==> src/rtl/letc_core_pkg.sv <==
// Shared types for the Memory 2 atomic engine and its ALU.
package letc_core_pkg;

  // Request class as presented by the M1/M2 pipeline register
  typedef enum logic [1:0] {
    AMO_KIND_AMO = 2'd0,
    AMO_KIND_LR  = 2'd1,
    AMO_KIND_SC  = 2'd2
  } amo_kind_e;

  // Read-modify-write operation selector (encoding shared with the decoder)
  typedef enum logic [3:0] {
    AMO_OP_SWAP = 4'd0,
    AMO_OP_ADD  = 4'd1,
    AMO_OP_AND  = 4'd2,
    AMO_OP_OR   = 4'd3,
    AMO_OP_XOR  = 4'd4,
    AMO_OP_MIN  = 4'd5,
    AMO_OP_MAX  = 4'd6,
    AMO_OP_MINU = 4'd7,
    AMO_OP_MAXU = 4'd8
  } amo_alu_op_e;

  // Sequencer state, kept as plain constants so older tools can read it
  typedef logic [2:0] amo_state_e;
  localparam amo_state_e ST_IDLE    = 3'd0;
  localparam amo_state_e ST_RD_REQ  = 3'd1;
  localparam amo_state_e ST_RD_WAIT = 3'd2;
  localparam amo_state_e ST_WR_REQ  = 3'd3;
  localparam amo_state_e ST_WR_WAIT = 3'd4;
  localparam amo_state_e ST_RSP     = 3'd5;

endpackage

==> src/rtl/letc_core_amo_alu.sv <==
// Combinational AMO arithmetic: new = op(old, rs2). Unknown ops keep old.
module letc_core_amo_alu
  import letc_core_pkg::*;
#(
  parameter int DATA_W = 32
) (
  input  amo_alu_op_e       i_op,
  input  logic [DATA_W-1:0] i_old,
  input  logic [DATA_W-1:0] i_rs2,
  output logic [DATA_W-1:0] o_new
);

  logic w_lt_s;
  logic w_lt_u;

  assign w_lt_s = $signed(i_old) < $signed(i_rs2);
  assign w_lt_u = i_old < i_rs2;

  // Select the operation result; anything unrecognised writes old back
  always_comb begin
    o_new = i_old;
    case (i_op)
      AMO_OP_SWAP: o_new = i_rs2;
      AMO_OP_ADD:  o_new = i_old + i_rs2;
      AMO_OP_AND:  o_new = i_old & i_rs2;
      AMO_OP_OR:   o_new = i_old | i_rs2;
      AMO_OP_XOR:  o_new = i_old ^ i_rs2;
      AMO_OP_MIN:  o_new = w_lt_s ? i_old : i_rs2;
      AMO_OP_MAX:  o_new = w_lt_s ? i_rs2 : i_old;
      AMO_OP_MINU: o_new = w_lt_u ? i_old : i_rs2;
      AMO_OP_MAXU: o_new = w_lt_u ? i_rs2 : i_old;
      default:     o_new = i_old;
    endcase
  end

endmodule

==> src/rtl/letc_core_m2_amo_engine.sv <==
// Memory 2 atomic engine: sequences AMO / LR / SC against a variable-latency
// data port, holds M2 not-ready while busy, and owns the LR/SC reservation.
module letc_core_m2_amo_engine
  import letc_core_pkg::*;
#(
  parameter int DATA_W        = 32,
  parameter int ADDR_W        = 32,
  parameter int RSV_GRAN_LOG2 = 4
) (
  input  logic              i_clk,
  input  logic              i_rst_n,
  input  logic              i_req_valid,
  output logic              o_req_ready,
  input  logic [1:0]        i_req_kind,
  input  logic [3:0]        i_req_op,
  input  logic [ADDR_W-1:0] i_req_addr,
  input  logic [DATA_W-1:0] i_req_rs2,
  input  logic              i_flush,
  output logic              o_mem_req_valid,
  input  logic              i_mem_req_ready,
  output logic              o_mem_req_we,
  output logic [ADDR_W-1:0] o_mem_req_addr,
  output logic [DATA_W-1:0] o_mem_req_wdata,
  input  logic              i_mem_rsp_valid,
  input  logic [DATA_W-1:0] i_mem_rsp_rdata,
  input  logic              i_mem_rsp_err,
  input  logic              i_snoop_inval,
  output logic              o_rsp_valid,
  output logic [DATA_W-1:0] o_rsp_rdata,
  output logic              o_rsp_err
);

  localparam int RSV_W = ADDR_W - RSV_GRAN_LOG2;

  amo_state_e        r_state;
  amo_kind_e         r_kind;
  amo_alu_op_e       r_op;
  logic [ADDR_W-1:0] r_addr;
  logic [DATA_W-1:0] r_rs2;
  logic [DATA_W-1:0] r_wdata;
  logic [DATA_W-1:0] r_result;
  logic              r_err;
  logic              r_kill;
  logic              r_rsv_valid;
  logic [RSV_W-1:0]  r_rsv_addr;

  amo_kind_e         w_req_kind;
  logic              w_accept;
  logic              w_rsv_hit;
  logic              w_rd_done;
  logic              w_rd_kill;
  logic              w_lr_set;
  logic              w_sc_clr;
  logic [DATA_W-1:0] w_alu_new;

  assign w_req_kind = amo_kind_e'(i_req_kind);
  assign w_accept   = (r_state == ST_IDLE) && i_req_valid && !i_flush;
  // A snoop landing in the same cycle as the SC already invalidates it
  assign w_rsv_hit  = r_rsv_valid && !i_snoop_inval &&
                      (r_rsv_addr == i_req_addr[ADDR_W-1:RSV_GRAN_LOG2]);
  assign w_rd_done  = (r_state == ST_RD_WAIT) && i_mem_rsp_valid;
  assign w_rd_kill  = r_kill || i_flush;
  assign w_lr_set   = w_rd_done && (r_kind == AMO_KIND_LR) && !i_mem_rsp_err && !w_rd_kill;
  // Every SC consumes the reservation, whether it succeeds or not
  assign w_sc_clr   = w_accept && (w_req_kind == AMO_KIND_SC);

  // The new value is computed straight off the read response and registered
  letc_core_amo_alu #(.DATA_W(DATA_W)) u_alu (
    .i_op  (r_op),
    .i_old (i_mem_rsp_rdata),
    .i_rs2 (r_rs2),
    .o_new (w_alu_new)
  );

  assign o_req_ready     = (r_state == ST_IDLE);
  assign o_mem_req_valid = (r_state == ST_RD_REQ) || (r_state == ST_WR_REQ);
  assign o_mem_req_we    = (r_state == ST_WR_REQ);
  assign o_mem_req_addr  = r_addr;
  assign o_mem_req_wdata = r_wdata;
  assign o_rsp_valid     = (r_state == ST_RSP) && !r_kill;
  assign o_rsp_rdata     = r_result;
  assign o_rsp_err       = r_err;

  // Sequencer: one memory transaction outstanding at most, result pulse at the end
  always_ff @(posedge i_clk or negedge i_rst_n) begin
    if (!i_rst_n) begin
      r_state  <= ST_IDLE;
      r_kind   <= AMO_KIND_AMO;
      r_op     <= AMO_OP_SWAP;
      r_addr   <= '0;
      r_rs2    <= '0;
      r_wdata  <= '0;
      r_result <= '0;
      r_err    <= 1'b0;
      r_kill   <= 1'b0;
    end else begin
      case (r_state)
        ST_IDLE: begin
          if (w_accept) begin
            r_kind   <= w_req_kind;
            r_op     <= amo_alu_op_e'(i_req_op);
            r_addr   <= i_req_addr;
            r_rs2    <= i_req_rs2;
            r_wdata  <= i_req_rs2;
            r_result <= '0;
            r_err    <= 1'b0;
            if (w_req_kind == AMO_KIND_SC) begin
              if (w_rsv_hit) begin
                r_state <= ST_WR_REQ;
              end else begin
                r_result <= DATA_W'(1);
                r_state  <= ST_RSP;
              end
            end else begin
              r_state <= ST_RD_REQ;
            end
          end
        end
        ST_RD_REQ: begin
          // Once the read is handed over it must drain, so a coincident flush becomes a kill
          if (i_mem_req_ready) begin
            r_kill  <= i_flush;
            r_state <= ST_RD_WAIT;
          end else if (i_flush) begin
            r_state <= ST_IDLE;
          end
        end
        ST_RD_WAIT: begin
          if (i_flush) r_kill <= 1'b1;
          if (i_mem_rsp_valid) begin
            r_result <= i_mem_rsp_rdata;
            r_err    <= i_mem_rsp_err;
            if (i_mem_rsp_err || w_rd_kill || (r_kind == AMO_KIND_LR)) begin
              r_state <= ST_RSP;
            end else begin
              r_wdata <= w_alu_new;
              r_state <= ST_WR_REQ;
            end
          end
        end
        ST_WR_REQ: begin
          // The write still goes out on flush so the AMO stays atomic
          if (i_flush) r_kill <= 1'b1;
          if (i_mem_req_ready) r_state <= ST_WR_WAIT;
        end
        ST_WR_WAIT: begin
          if (i_flush) r_kill <= 1'b1;
          if (i_mem_rsp_valid) begin
            r_err <= i_mem_rsp_err;
            if (r_kind == AMO_KIND_SC) r_result <= DATA_W'(i_mem_rsp_err);
            r_state <= ST_RSP;
          end
        end
        ST_RSP: begin
          r_kill  <= 1'b0;
          r_state <= ST_IDLE;
        end
        default: begin
          r_kill  <= 1'b0;
          r_state <= ST_IDLE;
        end
      endcase
    end
  end

  // Single reservation: snoop or SC clears (clear wins), a completed LR sets
  always_ff @(posedge i_clk or negedge i_rst_n) begin
    if (!i_rst_n) begin
      r_rsv_valid <= 1'b0;
      r_rsv_addr  <= '0;
    end else if (i_snoop_inval || w_sc_clr) begin
      r_rsv_valid <= 1'b0;
    end else if (w_lr_set) begin
      r_rsv_valid <= 1'b1;
      r_rsv_addr  <= r_addr[ADDR_W-1:RSV_GRAN_LOG2];
    end
  end

endmodule
==> config.mk <==
export PLATFORM = sky130hd
export DESIGN_NAME = letc_core_m2_amo_engine
export DESIGN_NICKNAME = d
export VERILOG_FILES = /design/src/rtl/letc_core_pkg.sv /design/src/rtl/letc_core_amo_alu.sv /design/src/rtl/letc_core_m2_amo_engine.sv
export SDC_FILE = /design/constraint.sdc
export NUM_CORES = 1
export LEC_CHECK = 0
export CELL_PAD_IN_SITES_DETAIL_PLACEMENT = 0
export CELL_PAD_IN_SITES_GLOBAL_PLACEMENT = 1
export CORE_MARGIN = 10
export CORE_UTILIZATION = 39
export DETAILED_ROUTE_END_ITERATION = 8
export PLACE_DENSITY_LB_ADDON = 0.1
export SYNTH_ARGS = -nofsm -noshare
export SYNTH_HDL_FRONTEND = slang
export SYNTH_HIERARCHICAL = 1
export SYNTH_SLANG_ARGS = --single-unit
export TNS_END_PERCENT = 20
==> constraint.sdc <==
create_clock -name i_clk -period 8.2 [get_ports i_clk]
set_clock_uncertainty 0.15 [all_clocks]
set_input_delay 2.46 -clock i_clk [delete_from_list [all_inputs] [get_ports i_clk]]
set_output_delay 2.46 -clock i_clk [all_outputs]
set_load 0.005 [all_outputs]
==> reports/summary.md <==
STA classifies the critical path startpoint as a primary input. The flow ran to the end, and the final reports show no timing, DRC or antenna violations. Capturing element type of the critical path: a flip-flop. The tools report the post-synth net total as 1481.

The number of nets still failing antenna checks after routing is 0. TritonCTS built the clock tree. After global routing the overflow that remains totals 0. The number of global-route vias before repair came out at 10800. IR analysis of the VDD net gives a maximum drop of 0.195 mV. Setup total negative slack on the finished layout was measured at 0 ps. The H-tree was split into 4 levels. The power density over cell area came out at 366 mW/mm^2. Synthesis produced 1274 cells. The reported leakage power came out at 6.71 nW.

Once detailed placement completed, the half-perimeter wirelength came to 27700 um. Sequential cells were found to cover 34.6% of the synthesized design area. Grouping stages by cell kind, the critical path spends the most delay in compound AO/OA/AOI/OAI gates. Once the floorplan was initialized, standard cells occupied 39.6% of the core. The total routing usage reported by global routing is 19.8%, and the final non-filler cell total is 1852. STA puts the critical path data arrival time at 7050 ps. Setup repair after global routing left no endpoint under its margin.

For the core area, the log shows 0.0307 mm^2. The cell area after synthesis is 0.0122 mm^2. The number of slew-limit violations in the final report is 0, and the final-report setup violation count is 0. Of the cells placed in the final design, the portion with a size suffix greater than 1 is 16.5%. For the number of top-level design ports, the log shows 211. The min-delay analysis places its worst path in the category flip-flop to flip-flop.

The number of placed instances with taps included came out at 1820. The layout net count is 1650. For this run, design rule violations remaining after detail routing come to 0.

CTS placed an instance of sky130_fd_sc_hd__clkbuf_16 at the clock tree root. The highest clock frequency the design can meet was 0.146 GHz; the die area was 0.0386 mm^2. The routed design could run at a clock period as short as 6860 ps. The sum of routed wire segments on met1 is 17400 um. In this run the worst path has a maximum fanout of 15. The async set-or-reset flop fraction in the synthesized netlist was 100%.

Max-cap violations in this run came to 0. After clock tree synthesis, the flow added hold-fix buffers numbering 0. After detailed routing, no signal wire sits above met4. The synthesis-stage register bit count was 168; the detailed-routed wire length on met3 was 2560 um. The routability congestion estimate from global placement is 0.905.

The number of gates resized after CTS was 0. The synthesized design contains 0 enable-type register cells. The critical path is of the primary input to flip-flop type. The detailed-route vias per instance was 5.51. Post-CTS timing repair inserted 0 buffers for setup. The count of endpoints failing hold in the final timing report is 0, and the final period utilization is 83.6%. Summed over all nets, wire length on met2 after detailed routing comes to 17800 um.

Input and output buffers added on the ports amount to 210. Together, buffers and inverters on the worst path number 3. The placed instances occupy a cell area of 0.0145 mm^2. In this run the tightest slew margin relative to its limit is 24.9%.

Entering global routing, the biggest net connects 67 pins. In the final routed layout, each cell accounts on average for 20.7 um. Primary flip-flop cell chosen by synthesis mapping: sky130_fd_sc_hd__dfrtp_1. Total via count after detailed routing: 10200.

The final layout contains routed wiring with a total length of 38300 um. Slowest cell on the critical path: sky130_fd_sc_hd__clkdlybuf4s50_1. Once layout is complete, the utilization of the core stands at 49.4%. The height of the die is 197 um, and the transition at the pin with the smallest max-transition slack is 1120 ps. The clock passes through at most 2 buffers.

For this run, the slowest stage of the critical path takes 580 ps. The first global-routing pass estimated 60900 um of wire. For the worst-skew pair, the clock arrives at the later sink with an insertion delay of 450 ps. For the first-iteration detailed-routing DRC count, the log shows 714.

Leaving out fill and tap cells, the most frequent cell in the layout is sky130_fd_sc_hd__clkdlybuf4s50_1. The post-synthesis average cell area was 9.54 um^2; the CTS sink count was 168. For the worst setup path, the data required time is 8390 ps.

Measured along the x axis, the die boundary spans 197 um. The Yosys step of the flow raised 6 warnings. Compared with the post-synthesis result, the final layout area differs by 24.6%. The signal on the critical path passes through clkdlybuf4s50_1 -> inv_1 -> ha_1 -> nor4_1 -> nand3_1 -> nor3_1 -> o41ai_2 -> a21oi_2 -> o21ai_1 -> a31oi_1 -> o21ai_2 -> buf_4 -> a2111oi_0 -> a211oi_1 -> mux2_2 -> mux2_4. The initial antenna violation count is 1, and the number of distinct library cells after synthesis is 79.

Clock-pin slew was measured on the worst setup and hold paths at 70 ps. Clock tree synthesis inserted a total of 17 buffers. The first detailed-routing pass ran for 5 iterations. In the layout the commonest cells are sky130_fd_sc_hd__clkdlybuf4s50_1, sky130_fd_sc_hd__dfrtp_1, sky130_fd_sc_hd__mux2_2. The final standard cell area without fillers came out at 0.0151 mm^2. After floorplanning, the core was divided into 64 placement rows.
[stage by stage]
step / power, W / hold slack [ps] / worst slack (ps)
after global routing: 0.00598 / 356 / 1080
after floorplan: 0.00348 / 323 / 2380
after detailed placement: 0.00467 / 320 / 961
final: 0.00553 / 328 / 1340
after CTS: 0.00557 / 336 / 1430
after global placement: 0.00465 / 309 / 1030
[worst min-delay path, cell delays in order (launching register included)]
cell and delay (ps):
sky130_fd_sc_hd__dfrtp_1 340, sky130_fd_sc_hd__nand2_1 40, sky130_fd_sc_hd__o21ai_0 60
[routing by layer]
metal | GRT usage [%] | vias to the layer above
met3 | 5.65 | 38
met1 | 25.6 | 4960
met4 | 5.43 | 0
met2 | 31.5 | 285
li1 | - | 4919
met5 | 0 | -
[cell usage after synthesis (all sizes together) (19+ instances only)]
library cell	instances	area [um^2]
nor3	20	121
a21o	20	151
o21ai	86	438
clkbuf	41	155
a211oi	24	185
nand2	120	458
inv	86	323
a221oi	19	191
ha	96	1200
a21oi	86	438
mux2	163	1950
buf	34	193
xor2	23	201
a22oi	22	165
nor2	68	265
dfrtp	168	4200
[flip-flops by register name (all words and copies together), names as in the netlist, 2 cells and up]
register and cells:
o_mem_req_wdata 32, r_state 3, r_op 4, o_rsp_rdata 32
r_rs2 32, r_rsv_addr 28, o_mem_req_addr 32, r_kind 2
[path summary, 6_finish.rpt]
| check | startpoint | to | slack, ps | depth (start not counted) |
|---|---|---|---|---|
| setup / recovery | i_mem_rsp_rdata[14] | o_mem_req_wdata[26] | 1340 | 16 |
| hold / removal | o_rsp_rdata[16] | o_rsp_rdata[16] | 330 | 2 |
| setup reg to reg | r_rs2[14] | o_mem_req_wdata[26] | 3550 | 15 |
| hold reg to reg | o_rsp_rdata[16] | o_rsp_rdata[16] | 330 | 2 |
| max in group asynchronous | i_rst_n | r_rs2[25] | 4830 | 2 |
| min in group asynchronous | i_rst_n | o_mem_req_wdata[4] | 1790 | 1 |
[cells by family after synthesis]
group / synth area share, %
AO/OA/AOI/OAI: 19.5
XOR/XNOR: 2.88
adder cells (fa/ha/maj): 10.0
buffers and inverters: 5.52
flip-flops: 34.6
multiplexers: 16.2
AND/OR/NAND/NOR: 11.3
[power breakdown]
part | internal [W] | total [W] | switching [W]
registers | 0.00115 | 0.00144 | 0.000289
logic | 0.00152 | 0.00323 | 0.00172
clock network | 0.000503 | 0.000863 | 0.000360
[final cells by class]
cell class,count,area [um^2]
multi-input combinational,945,7290
timing repair buffer,225,2220
sequential,168,4200
tap,396,495
clock buffer,21,470
inverter,86,323
clock inverter,10,143
antenna,1,2.50
fill,2961,15500
No activity file was read; power rests on OpenSTA's default activity.
